## src/rtl/uart_bus_bridge_pkg.sv

```systemverilog
// Shared constants and state types for the UART-to-bus bridge.
// Optional feature: define UART_BUS_BRIDGE_CHECKSUM_EN to add XOR checksum bytes
// to every request and every response.
package uart_bus_bridge_pkg;

    localparam int unsigned ADDR_W  = 32;
    localparam int unsigned RSP_MAX = 5;

    localparam logic [7:0] CMD_WR     = 8'h57;
    localparam logic [7:0] CMD_RD     = 8'h52;
    localparam logic [7:0] RSP_ACK    = 8'h4B;
    localparam logic [7:0] RSP_BADCMD = 8'h3F;
    localparam logic [7:0] RSP_BADSUM = 8'h21;

    typedef enum logic [2:0] {
        StIdle,
        StAddr,
        StData,
        StBus,
        StResp,
        StTxwait
`ifdef UART_BUS_BRIDGE_CHECKSUM_EN
        , StCsum
`endif
    } state_e;

    typedef enum logic [1:0] {
        SerIdle,
        SerSend,
        SerWaitLow,
        SerWaitHigh
    } ser_state_e;

`ifdef UART_BUS_BRIDGE_CHECKSUM_EN
    // Single-byte responses carry a checksum equal to the byte itself.
    localparam logic [2:0] RSP_LEN_SHORT = 3'd2;
    localparam logic [2:0] RSP_LEN_READ  = 3'd5;
    localparam state_e     StReqEnd      = StCsum;
`else
    localparam logic [2:0] RSP_LEN_SHORT = 3'd1;
    localparam logic [2:0] RSP_LEN_READ  = 3'd4;
    localparam state_e     StReqEnd      = StBus;
`endif

    function automatic logic [7:0] xor_bytes(input logic [31:0] d);
        return d[31:24] ^ d[23:16] ^ d[15:8] ^ d[7:0];
    endfunction

endpackage

```

## src/rtl/uart_bus_bridge_if.sv

```systemverilog
// UART byte stream and peripheral bus signals seen by the bridge.
interface uart_bus_bridge_if;
    import uart_bus_bridge_pkg::*;

    logic              rx_valid;
    logic [7:0]        rx_data;
    logic              tx_ready;
    logic              tx_start;
    logic [7:0]        tx_data;
    logic              MemRead;
    logic              MemWrite;
    logic [ADDR_W-1:0] Address;
    logic [31:0]       Write_data;
    logic [31:0]       Read_data;
    logic              busy;
    logic              err;

    modport master (
        input  rx_valid, rx_data, tx_ready, Read_data,
        output tx_start, tx_data, MemRead, MemWrite, Address, Write_data, busy, err
    );

    modport slave (
        output rx_valid, rx_data, tx_ready, Read_data,
        input  tx_start, tx_data, MemRead, MemWrite, Address, Write_data, busy, err
    );
endinterface

```

## src/rtl/bridge_tx_serializer.sv

```systemverilog
// Sends up to RSP_MAX response bytes, MSB first, over the tx_start/tx_ready handshake.
module bridge_tx_serializer
    import uart_bus_bridge_pkg::*;
(
    input  logic                 clk,
    input  logic                 reset,
    input  logic                 i_load,
    input  logic [RSP_MAX*8-1:0] i_bytes,
    input  logic [2:0]           i_len,
    input  logic                 i_tx_ready,
    output logic                 o_tx_start,
    output logic [7:0]           o_tx_data,
    output logic                 o_next,
    output logic                 o_done
);
    ser_state_e           r_phase, w_phase_d;
    logic [RSP_MAX*8-1:0] r_buf, w_buf_d;
    logic [2:0]           r_left, w_left_d;
    logic                 w_start;

    // Phase, byte buffer and remaining-byte count.
    always_ff @(posedge clk) begin
        if (reset) begin
            r_phase <= SerIdle;
            r_buf   <= '0;
            r_left  <= '0;
        end else begin
            r_phase <= w_phase_d;
            r_buf   <= w_buf_d;
            r_left  <= w_left_d;
        end
    end

    // One byte per tx_ready high->low->high cycle of the sender.
    always_comb begin
        w_phase_d = r_phase;
        w_buf_d   = r_buf;
        w_left_d  = r_left;
        w_start   = 1'b0;
        o_next    = 1'b0;
        o_done    = 1'b0;
        unique case (r_phase)
            SerIdle: begin
                if (i_load) begin
                    w_buf_d   = i_bytes;
                    w_left_d  = i_len;
                    w_phase_d = SerSend;
                end
            end
            SerSend: begin
                if (i_tx_ready) begin
                    w_start   = 1'b1;
                    w_phase_d = SerWaitLow;
                end
            end
            SerWaitLow: begin
                if (!i_tx_ready) w_phase_d = SerWaitHigh;
            end
            SerWaitHigh: begin
                if (i_tx_ready) begin
                    if (r_left > 3'd1) begin
                        w_left_d  = r_left - 3'd1;
                        w_buf_d   = {r_buf[RSP_MAX*8-9:0], 8'h00};
                        w_phase_d = SerSend;
                        o_next    = 1'b1;
                    end else begin
                        w_phase_d = SerIdle;
                        o_done    = 1'b1;
                    end
                end
            end
            default: w_phase_d = SerIdle;
        endcase
    end

    // Reset suppresses a start pulse in the cycle it is asserted.
    assign o_tx_start = w_start & ~reset;
    assign o_tx_data  = r_buf[RSP_MAX*8-1 -: 8];

endmodule

```

## src/rtl/uart_bus_bridge.sv

```systemverilog
// UART-driven bus initiator: parses write/read command frames, issues one-cycle
// bus strobes and returns an ack or read data through the tx serializer.
// Optional feature: define UART_BUS_BRIDGE_CHECKSUM_EN for XOR-checked frames.
module uart_bus_bridge
    import uart_bus_bridge_pkg::*;
#(
    parameter int unsigned TIMEOUT_CYCLES = 32'd1_000_000
) (
    input logic               clk,
    input logic               reset,
    uart_bus_bridge_if.master bus_if
);
    state_e               r_state, w_state_d;
    logic                 r_is_wr, w_is_wr_d;
    logic [1:0]           r_nbyte, w_nbyte_d;
    logic [ADDR_W-1:0]    r_addr, w_addr_d;
    logic [31:0]          r_wdata, w_wdata_d;
    logic [31:0]          r_tmo, w_tmo_d;
    logic                 w_tmo_hit;
    logic                 w_load;
    logic [RSP_MAX*8-1:0] w_rsp_bytes;
    logic [2:0]           w_rsp_len;
    logic                 w_rd, w_wr, w_err;
    logic                 w_tx_start, w_ser_next, w_ser_done;
`ifdef UART_BUS_BRIDGE_CHECKSUM_EN
    logic [7:0]           r_sum, w_sum_d;
`endif

    // Frame parser state and captured fields.
    always_ff @(posedge clk) begin
        if (reset) begin
            r_state <= StIdle;
            r_is_wr <= 1'b0;
            r_nbyte <= '0;
            r_addr  <= '0;
            r_wdata <= '0;
            r_tmo   <= '0;
`ifdef UART_BUS_BRIDGE_CHECKSUM_EN
            r_sum   <= '0;
`endif
        end else begin
            r_state <= w_state_d;
            r_is_wr <= w_is_wr_d;
            r_nbyte <= w_nbyte_d;
            r_addr  <= w_addr_d;
            r_wdata <= w_wdata_d;
            r_tmo   <= w_tmo_d;
`ifdef UART_BUS_BRIDGE_CHECKSUM_EN
            r_sum   <= w_sum_d;
`endif
        end
    end

    assign w_tmo_hit = (r_tmo == TIMEOUT_CYCLES - 32'd1);

    // Next-state, bus strobes and response loading; timeout beats a same-cycle byte.
    always_comb begin
        w_state_d   = r_state;
        w_is_wr_d   = r_is_wr;
        w_nbyte_d   = r_nbyte;
        w_addr_d    = r_addr;
        w_wdata_d   = r_wdata;
        w_tmo_d     = '0;
        w_load      = 1'b0;
        w_rsp_bytes = '0;
        w_rsp_len   = '0;
        w_rd        = 1'b0;
        w_wr        = 1'b0;
        w_err       = 1'b0;
`ifdef UART_BUS_BRIDGE_CHECKSUM_EN
        w_sum_d     = r_sum;
`endif
        unique case (r_state)
            StIdle: begin
                if (bus_if.rx_valid) begin
                    if (bus_if.rx_data == CMD_WR || bus_if.rx_data == CMD_RD) begin
                        w_is_wr_d = (bus_if.rx_data == CMD_WR);
                        w_nbyte_d = '0;
                        w_state_d = StAddr;
`ifdef UART_BUS_BRIDGE_CHECKSUM_EN
                        w_sum_d   = bus_if.rx_data;
`endif
                    end else begin
                        w_load      = 1'b1;
                        w_rsp_bytes = {RSP_BADCMD, RSP_BADCMD, 24'h0};
                        w_rsp_len   = RSP_LEN_SHORT;
                        w_err       = 1'b1;
                        w_state_d   = StResp;
                    end
                end
            end
            StAddr: begin
                if (w_tmo_hit) begin
                    w_err     = 1'b1;
                    w_state_d = StIdle;
                end else if (bus_if.rx_valid) begin
                    w_addr_d  = {r_addr[ADDR_W-9:0], bus_if.rx_data};
                    w_nbyte_d = r_nbyte + 2'd1;
`ifdef UART_BUS_BRIDGE_CHECKSUM_EN
                    w_sum_d   = r_sum ^ bus_if.rx_data;
`endif
                    if (r_nbyte == 2'd3) w_state_d = r_is_wr ? StData : StReqEnd;
                end else begin
                    w_tmo_d = r_tmo + 32'd1;
                end
            end
            StData: begin
                if (w_tmo_hit) begin
                    w_err     = 1'b1;
                    w_state_d = StIdle;
                end else if (bus_if.rx_valid) begin
                    w_wdata_d = {r_wdata[23:0], bus_if.rx_data};
                    w_nbyte_d = r_nbyte + 2'd1;
`ifdef UART_BUS_BRIDGE_CHECKSUM_EN
                    w_sum_d   = r_sum ^ bus_if.rx_data;
`endif
                    if (r_nbyte == 2'd3) w_state_d = StReqEnd;
                end else begin
                    w_tmo_d = r_tmo + 32'd1;
                end
            end
`ifdef UART_BUS_BRIDGE_CHECKSUM_EN
            StCsum: begin
                if (w_tmo_hit) begin
                    w_err     = 1'b1;
                    w_state_d = StIdle;
                end else if (bus_if.rx_valid) begin
                    if (bus_if.rx_data == r_sum) begin
                        w_state_d = StBus;
                    end else begin
                        w_load      = 1'b1;
                        w_rsp_bytes = {RSP_BADSUM, RSP_BADSUM, 24'h0};
                        w_rsp_len   = RSP_LEN_SHORT;
                        w_err       = 1'b1;
                        w_state_d   = StResp;
                    end
                end else begin
                    w_tmo_d = r_tmo + 32'd1;
                end
            end
`endif
            StBus: begin
                w_wr      = r_is_wr;
                w_rd      = ~r_is_wr;
                w_load    = 1'b1;
                w_state_d = StResp;
                if (r_is_wr) begin
                    w_rsp_bytes = {RSP_ACK, RSP_ACK, 24'h0};
                    w_rsp_len   = RSP_LEN_SHORT;
                end else begin
                    w_rsp_bytes = {bus_if.Read_data, xor_bytes(bus_if.Read_data)};
                    w_rsp_len   = RSP_LEN_READ;
                end
            end
            StResp: begin
                if (w_tx_start) w_state_d = StTxwait;
            end
            StTxwait: begin
                if (w_ser_done)      w_state_d = StIdle;
                else if (w_ser_next) w_state_d = StResp;
            end
            default: w_state_d = StIdle;
        endcase
    end

    bridge_tx_serializer u_tx_ser (
        .clk        (clk),
        .reset      (reset),
        .i_load     (w_load),
        .i_bytes    (w_rsp_bytes),
        .i_len      (w_rsp_len),
        .i_tx_ready (bus_if.tx_ready),
        .o_tx_start (w_tx_start),
        .o_tx_data  (bus_if.tx_data),
        .o_next     (w_ser_next),
        .o_done     (w_ser_done)
    );

    assign bus_if.tx_start   = w_tx_start;
    assign bus_if.MemRead    = w_rd & ~reset;
    assign bus_if.MemWrite   = w_wr & ~reset;
    assign bus_if.err        = w_err & ~reset;
    assign bus_if.Address    = r_addr;
    assign bus_if.Write_data = r_wdata;
    assign bus_if.busy       = (r_state != StIdle);

endmodule

```

## src/flat_wrapper.sv

```systemverilog
// flat-port wrapper written by rule: the top's interface ports become plain ports
module uart_bus_bridge_flat import uart_bus_bridge_pkg::*;
#(
    parameter int unsigned TIMEOUT_CYCLES = 32'd1_000_000
)
  (clk, reset, bus_if_rx_valid, bus_if_rx_data, bus_if_tx_ready, bus_if_Read_data, bus_if_tx_start, bus_if_tx_data, bus_if_MemRead, bus_if_MemWrite, bus_if_Address, bus_if_Write_data, bus_if_busy, bus_if_err);
  uart_bus_bridge_if bus_if_i ();
  input logic clk;
  input logic reset;
  input wire logic [$bits(bus_if_i.rx_valid)-1:0] bus_if_rx_valid;
  input wire logic [$bits(bus_if_i.rx_data)-1:0] bus_if_rx_data;
  input wire logic [$bits(bus_if_i.tx_ready)-1:0] bus_if_tx_ready;
  input wire logic [$bits(bus_if_i.Read_data)-1:0] bus_if_Read_data;
  output wire logic [$bits(bus_if_i.tx_start)-1:0] bus_if_tx_start;
  output wire logic [$bits(bus_if_i.tx_data)-1:0] bus_if_tx_data;
  output wire logic [$bits(bus_if_i.MemRead)-1:0] bus_if_MemRead;
  output wire logic [$bits(bus_if_i.MemWrite)-1:0] bus_if_MemWrite;
  output wire logic [$bits(bus_if_i.Address)-1:0] bus_if_Address;
  output wire logic [$bits(bus_if_i.Write_data)-1:0] bus_if_Write_data;
  output wire logic [$bits(bus_if_i.busy)-1:0] bus_if_busy;
  output wire logic [$bits(bus_if_i.err)-1:0] bus_if_err;
  assign bus_if_i.rx_valid = bus_if_rx_valid;
  assign bus_if_i.rx_data = bus_if_rx_data;
  assign bus_if_i.tx_ready = bus_if_tx_ready;
  assign bus_if_i.Read_data = bus_if_Read_data;
  assign bus_if_tx_start = bus_if_i.tx_start;
  assign bus_if_tx_data = bus_if_i.tx_data;
  assign bus_if_MemRead = bus_if_i.MemRead;
  assign bus_if_MemWrite = bus_if_i.MemWrite;
  assign bus_if_Address = bus_if_i.Address;
  assign bus_if_Write_data = bus_if_i.Write_data;
  assign bus_if_busy = bus_if_i.busy;
  assign bus_if_err = bus_if_i.err;
  uart_bus_bridge #(.TIMEOUT_CYCLES(TIMEOUT_CYCLES)) u_core (.clk(clk), .reset(reset), .bus_if(bus_if_i));
endmodule
```

## config.mk

```make
export PLATFORM = sky130hd
export DESIGN_NAME = uart_bus_bridge_flat
export DESIGN_NICKNAME = d
export VERILOG_FILES = /design/src/rtl/uart_bus_bridge_pkg.sv /design/src/rtl/uart_bus_bridge_if.sv /design/src/rtl/bridge_tx_serializer.sv /design/src/rtl/uart_bus_bridge.sv /design/src/flat_wrapper.sv
export SDC_FILE = /design/constraint.sdc
export NUM_CORES = 1
export LEC_CHECK = 0
export CAP_MARGIN = 20
export CORE_MARGIN = 2
export CORE_UTILIZATION = 50
export DETAILED_ROUTE_END_ITERATION = 8
export PLACE_DENSITY = 0.77
export SLEW_MARGIN = 0
export SYNTH_ARGS = -nofsm -noshare
export SYNTH_HDL_FRONTEND = slang
export SYNTH_SLANG_ARGS = --single-unit
```

## constraint.sdc

```tcl
create_clock -name clk -period 2.42 [get_ports clk]
set_input_delay 0.484 -clock clk [delete_from_list [all_inputs] [get_ports clk]]
set_output_delay 0.484 -clock clk [all_outputs]
set_load 0.05 [all_outputs]
```

==> results.toml <==
[route]
wl_per_cell_microns = 15.1
drcViolationCount = 0
first_pass_iters = 5
first_iter_violations = 589
vias_per_cell = 5.47
route.vias.total = 5982
finalWirelength_microns = 16600
antenna_left = 0

[finish]
final_nets = 962
syn_to_final_growth_pct = 33.5
drive_above_1_share = 0.116
antennaDiodeCount = 0
fin_util = 0.687
fill_cells = 1032

[sta]
setup_slack_ps = -240
skew_ps = 5.10
worst-slew-pin-transition_ps = 766
timing.fmax_ghz = 0.376
slew_headroom = 0.487
hold_viol_final = 0
setup_viol_count_final = 1
period_share = 1.10
tns_ps = -240
period_minus_slack_ps = 2660
grt_setup_unrepaired = "true"
timing.hold.ws_ps = 333
drv_slew = 0

[clock_network]
cts_sinks = 147
root_buffer = "clkbuf_16"
cts_hold_buf = 0
clockBufferDepth = 2
tritoncts = "done"
cts_buffers = 17
clkLatencyLatePin_ps = 420
htreeDepth = 4
clkTransAtPathRegs_ps = 60

[critical_path]
crit_path_end_kind = "output port"
critPathKind = "reg -> out"
path_max_fanout = 2
start_kind = "flop"
critical_path_arrival_ps = 2180
crit_required_ps = 1940

[global_route]
grt_overflow = 0
gr-usage-all-layers = 0.232
grt_antenna_before_repair = 0
grt_pass1_vias = 5591
grt_pass1_wl_microns = 26700
grt_max_degree = 70

[synth]
synth.area.top_cells = "dfxtp_1 (45%), nand2_1 (8.3%), a21oi_1 (7.2%)"
synth_ff_type = "dfxtp_1"
syn_nets = 840
ys_seq_elements = 147
synthCells = 788
yosysMostFrequentCell = "dfxtp_1"
syn_area_per_cell_sq_um = 8.30
synth_edf_count = 0
synthDistinctLibCells = 55
synthArstFlopShare = 0
yosysTopAreaCell = "dfxtp_1"
syn_area_sq_um = 6540
synth.top_cells.by_count = "dfxtp_1 (147), nand2_1 (144), a21oi_1 (94)"
yosysTopAreaCellShare = 0.450
ys_seq_area_frac = 0.450
yosysWarnings = 0

[placement]
port_buffers = 120
gp_congestion = 0.855
hpwl_microns = 11100

[run_status]
violations = "negative setup slack"
status = "complete, but fails checks"

[pwr]
comb_power_share = 0.274
clockPowerShare = 0.335
p_seq_frac = 0.392
swShare = 0.323
p_switching_uw = 2440
irDropWorstVdd_uv = 414
internal-power_uw = 5110
power.density_nw_per_um2 = 864
p_leak_uw = 0.00297

[floorplanning]
die_h_microns = 118
core_area_sq_um = 12700
boundaryPins = 121
die-area_sq_um = 14000
die_x_microns = 118
start_util = 0.514
rows = 41

[flow_run]
maxCapViolCount = 0

[worst_hold_path]
hold_path.class = "in -> reg"
-- final timing paths --
kind	startpoint	to	slack (ps)	cells past startpoint
max	u_core.r_tmo[31]	bus_if_err	-240	7
max reg2reg	u_core.r_tmo[31]	u_core.bus_if.Write_data[29]	100	8
min reg2reg	u_core.bus_if.Address[28]	u_core.bus_if.Address[28]	450	2
min	reset	u_core.u_tx_ser.r_phase[1]	330	2
-- layout by cell type, fill, tap and decap left out, drive strengths merged, types with 9 or more instances in the layout --
cell             n
o21ai            9
nor3            11
nand3           23
nand2b          11
nor2            79
buf             48
dfxtp          147
clkbuf          20
xnor2           24
nand2          144
a21oi           94
a22oi           18
xor2            31
nand4           14
inv              9
clkdlybuf4s50  114
a211oi          33
-- metrics by stage --
stage | instance area (sq um) | worst slack [ps] | instances | total power, uW
after floorplan | 6550 | 155 | 788 | 4640
after CTS | 8630 | -221 | 1091 | 7560
final | 8730 | -240 | 1094 | 7550
after detailed placement | 8010 | -153 | 1058 | 5030
after global routing | 8730 | -319 | 1094 | 7920
after global placement | 8010 | -58.7 | 1058 | 4930
-- area by class of cell --
class / count / area (sq um) / area share
clock inverter: 11 / 111 / 0.0127
sequential: 147 / 2950 / 0.338
timing repair buffer: 163 / 1610 / 0.184
tap: 172 / 215 / 0.0246
inverter: 9 / 33.8 / 0.00387
multi-input combinational: 572 / 3360 / 0.384
clock buffer: 20 / 457 / 0.0523
-- what timing repair did --
| item | in CTS | in global routing |
|---|---|---|
| setup endpoints to repair | 6 | 33 |
| setup buffers | 2 | 2 |
| cloned | 0 | 0 |
| pin swaps | 3 | 6 |
| gates resized for setup | 6 | 16 |
-- critical path, stage by stage, from the launching register on --
cell and delay [ps]:
dfxtp_2 340, nor4_4 280, nand4_1 200, nor4_2 340, buf_4 180, nand2_4 60
a21oi_4 190, buf_12 150
-- cells by family (layout without fill, tap and decap cells) --
logic type,count (synthesis),count (layout),share of synthesized area
xor gates and xnor gates,55,55,0.0736
muxes,1,1,0.00153
DFF,147,147,0.450
and+or+nand+nor,331,331,0.236
AOI/OAI and AO/OA,177,177,0.171
buffers and inverters,69,203,0.0535
adders and majority gates,8,8,0.0153
-- layer usage --
| layer | GRT usage | wire length, microns | up-vias |
|---|---|---|---|
| met4 | 0.105 | 459 | 0 |
| met5 | 0 | 0 | - |
| met3 | 0.0545 | 793 | 42 |
| li1 | - | - | 2971 |
| met2 | 0.387 | 8280 | 164 |
| met1 | 0.283 | 7010 | 2805 |
-- flip-flops by register name, summed over array words and instances, names as in the netlist --
| signal | count |
|---|---|
| u_core.bus_if.Address | 32 |
| u_core.bus_if.Write_data | 32 |
| u_core.r_is_wr | 1 |
| u_core.r_nbyte | 2 |
| u_core.r_state | 3 |
| u_core.r_tmo | 32 |
| u_core.u_tx_ser.r_buf | 40 |
| u_core.u_tx_ser.r_left | 3 |
| u_core.u_tx_ser.r_phase | 2 |
-- power by group through the flow --
stage / combinational, uW / clock [uW] / sequential [uW]
2_1_floorplan: 1680 / 0 / 2960
3_3_place_gp: 1960 / 0 / 2980
5_1_grt: 2240 / 2690 / 2990
4_1_cts: 2050 / 2560 / 2950
6_report: 2060 / 2530 / 2960
3_5_place_dp: 2030 / 0 / 3000
No activity file was read; power rests on OpenSTA's default activity.
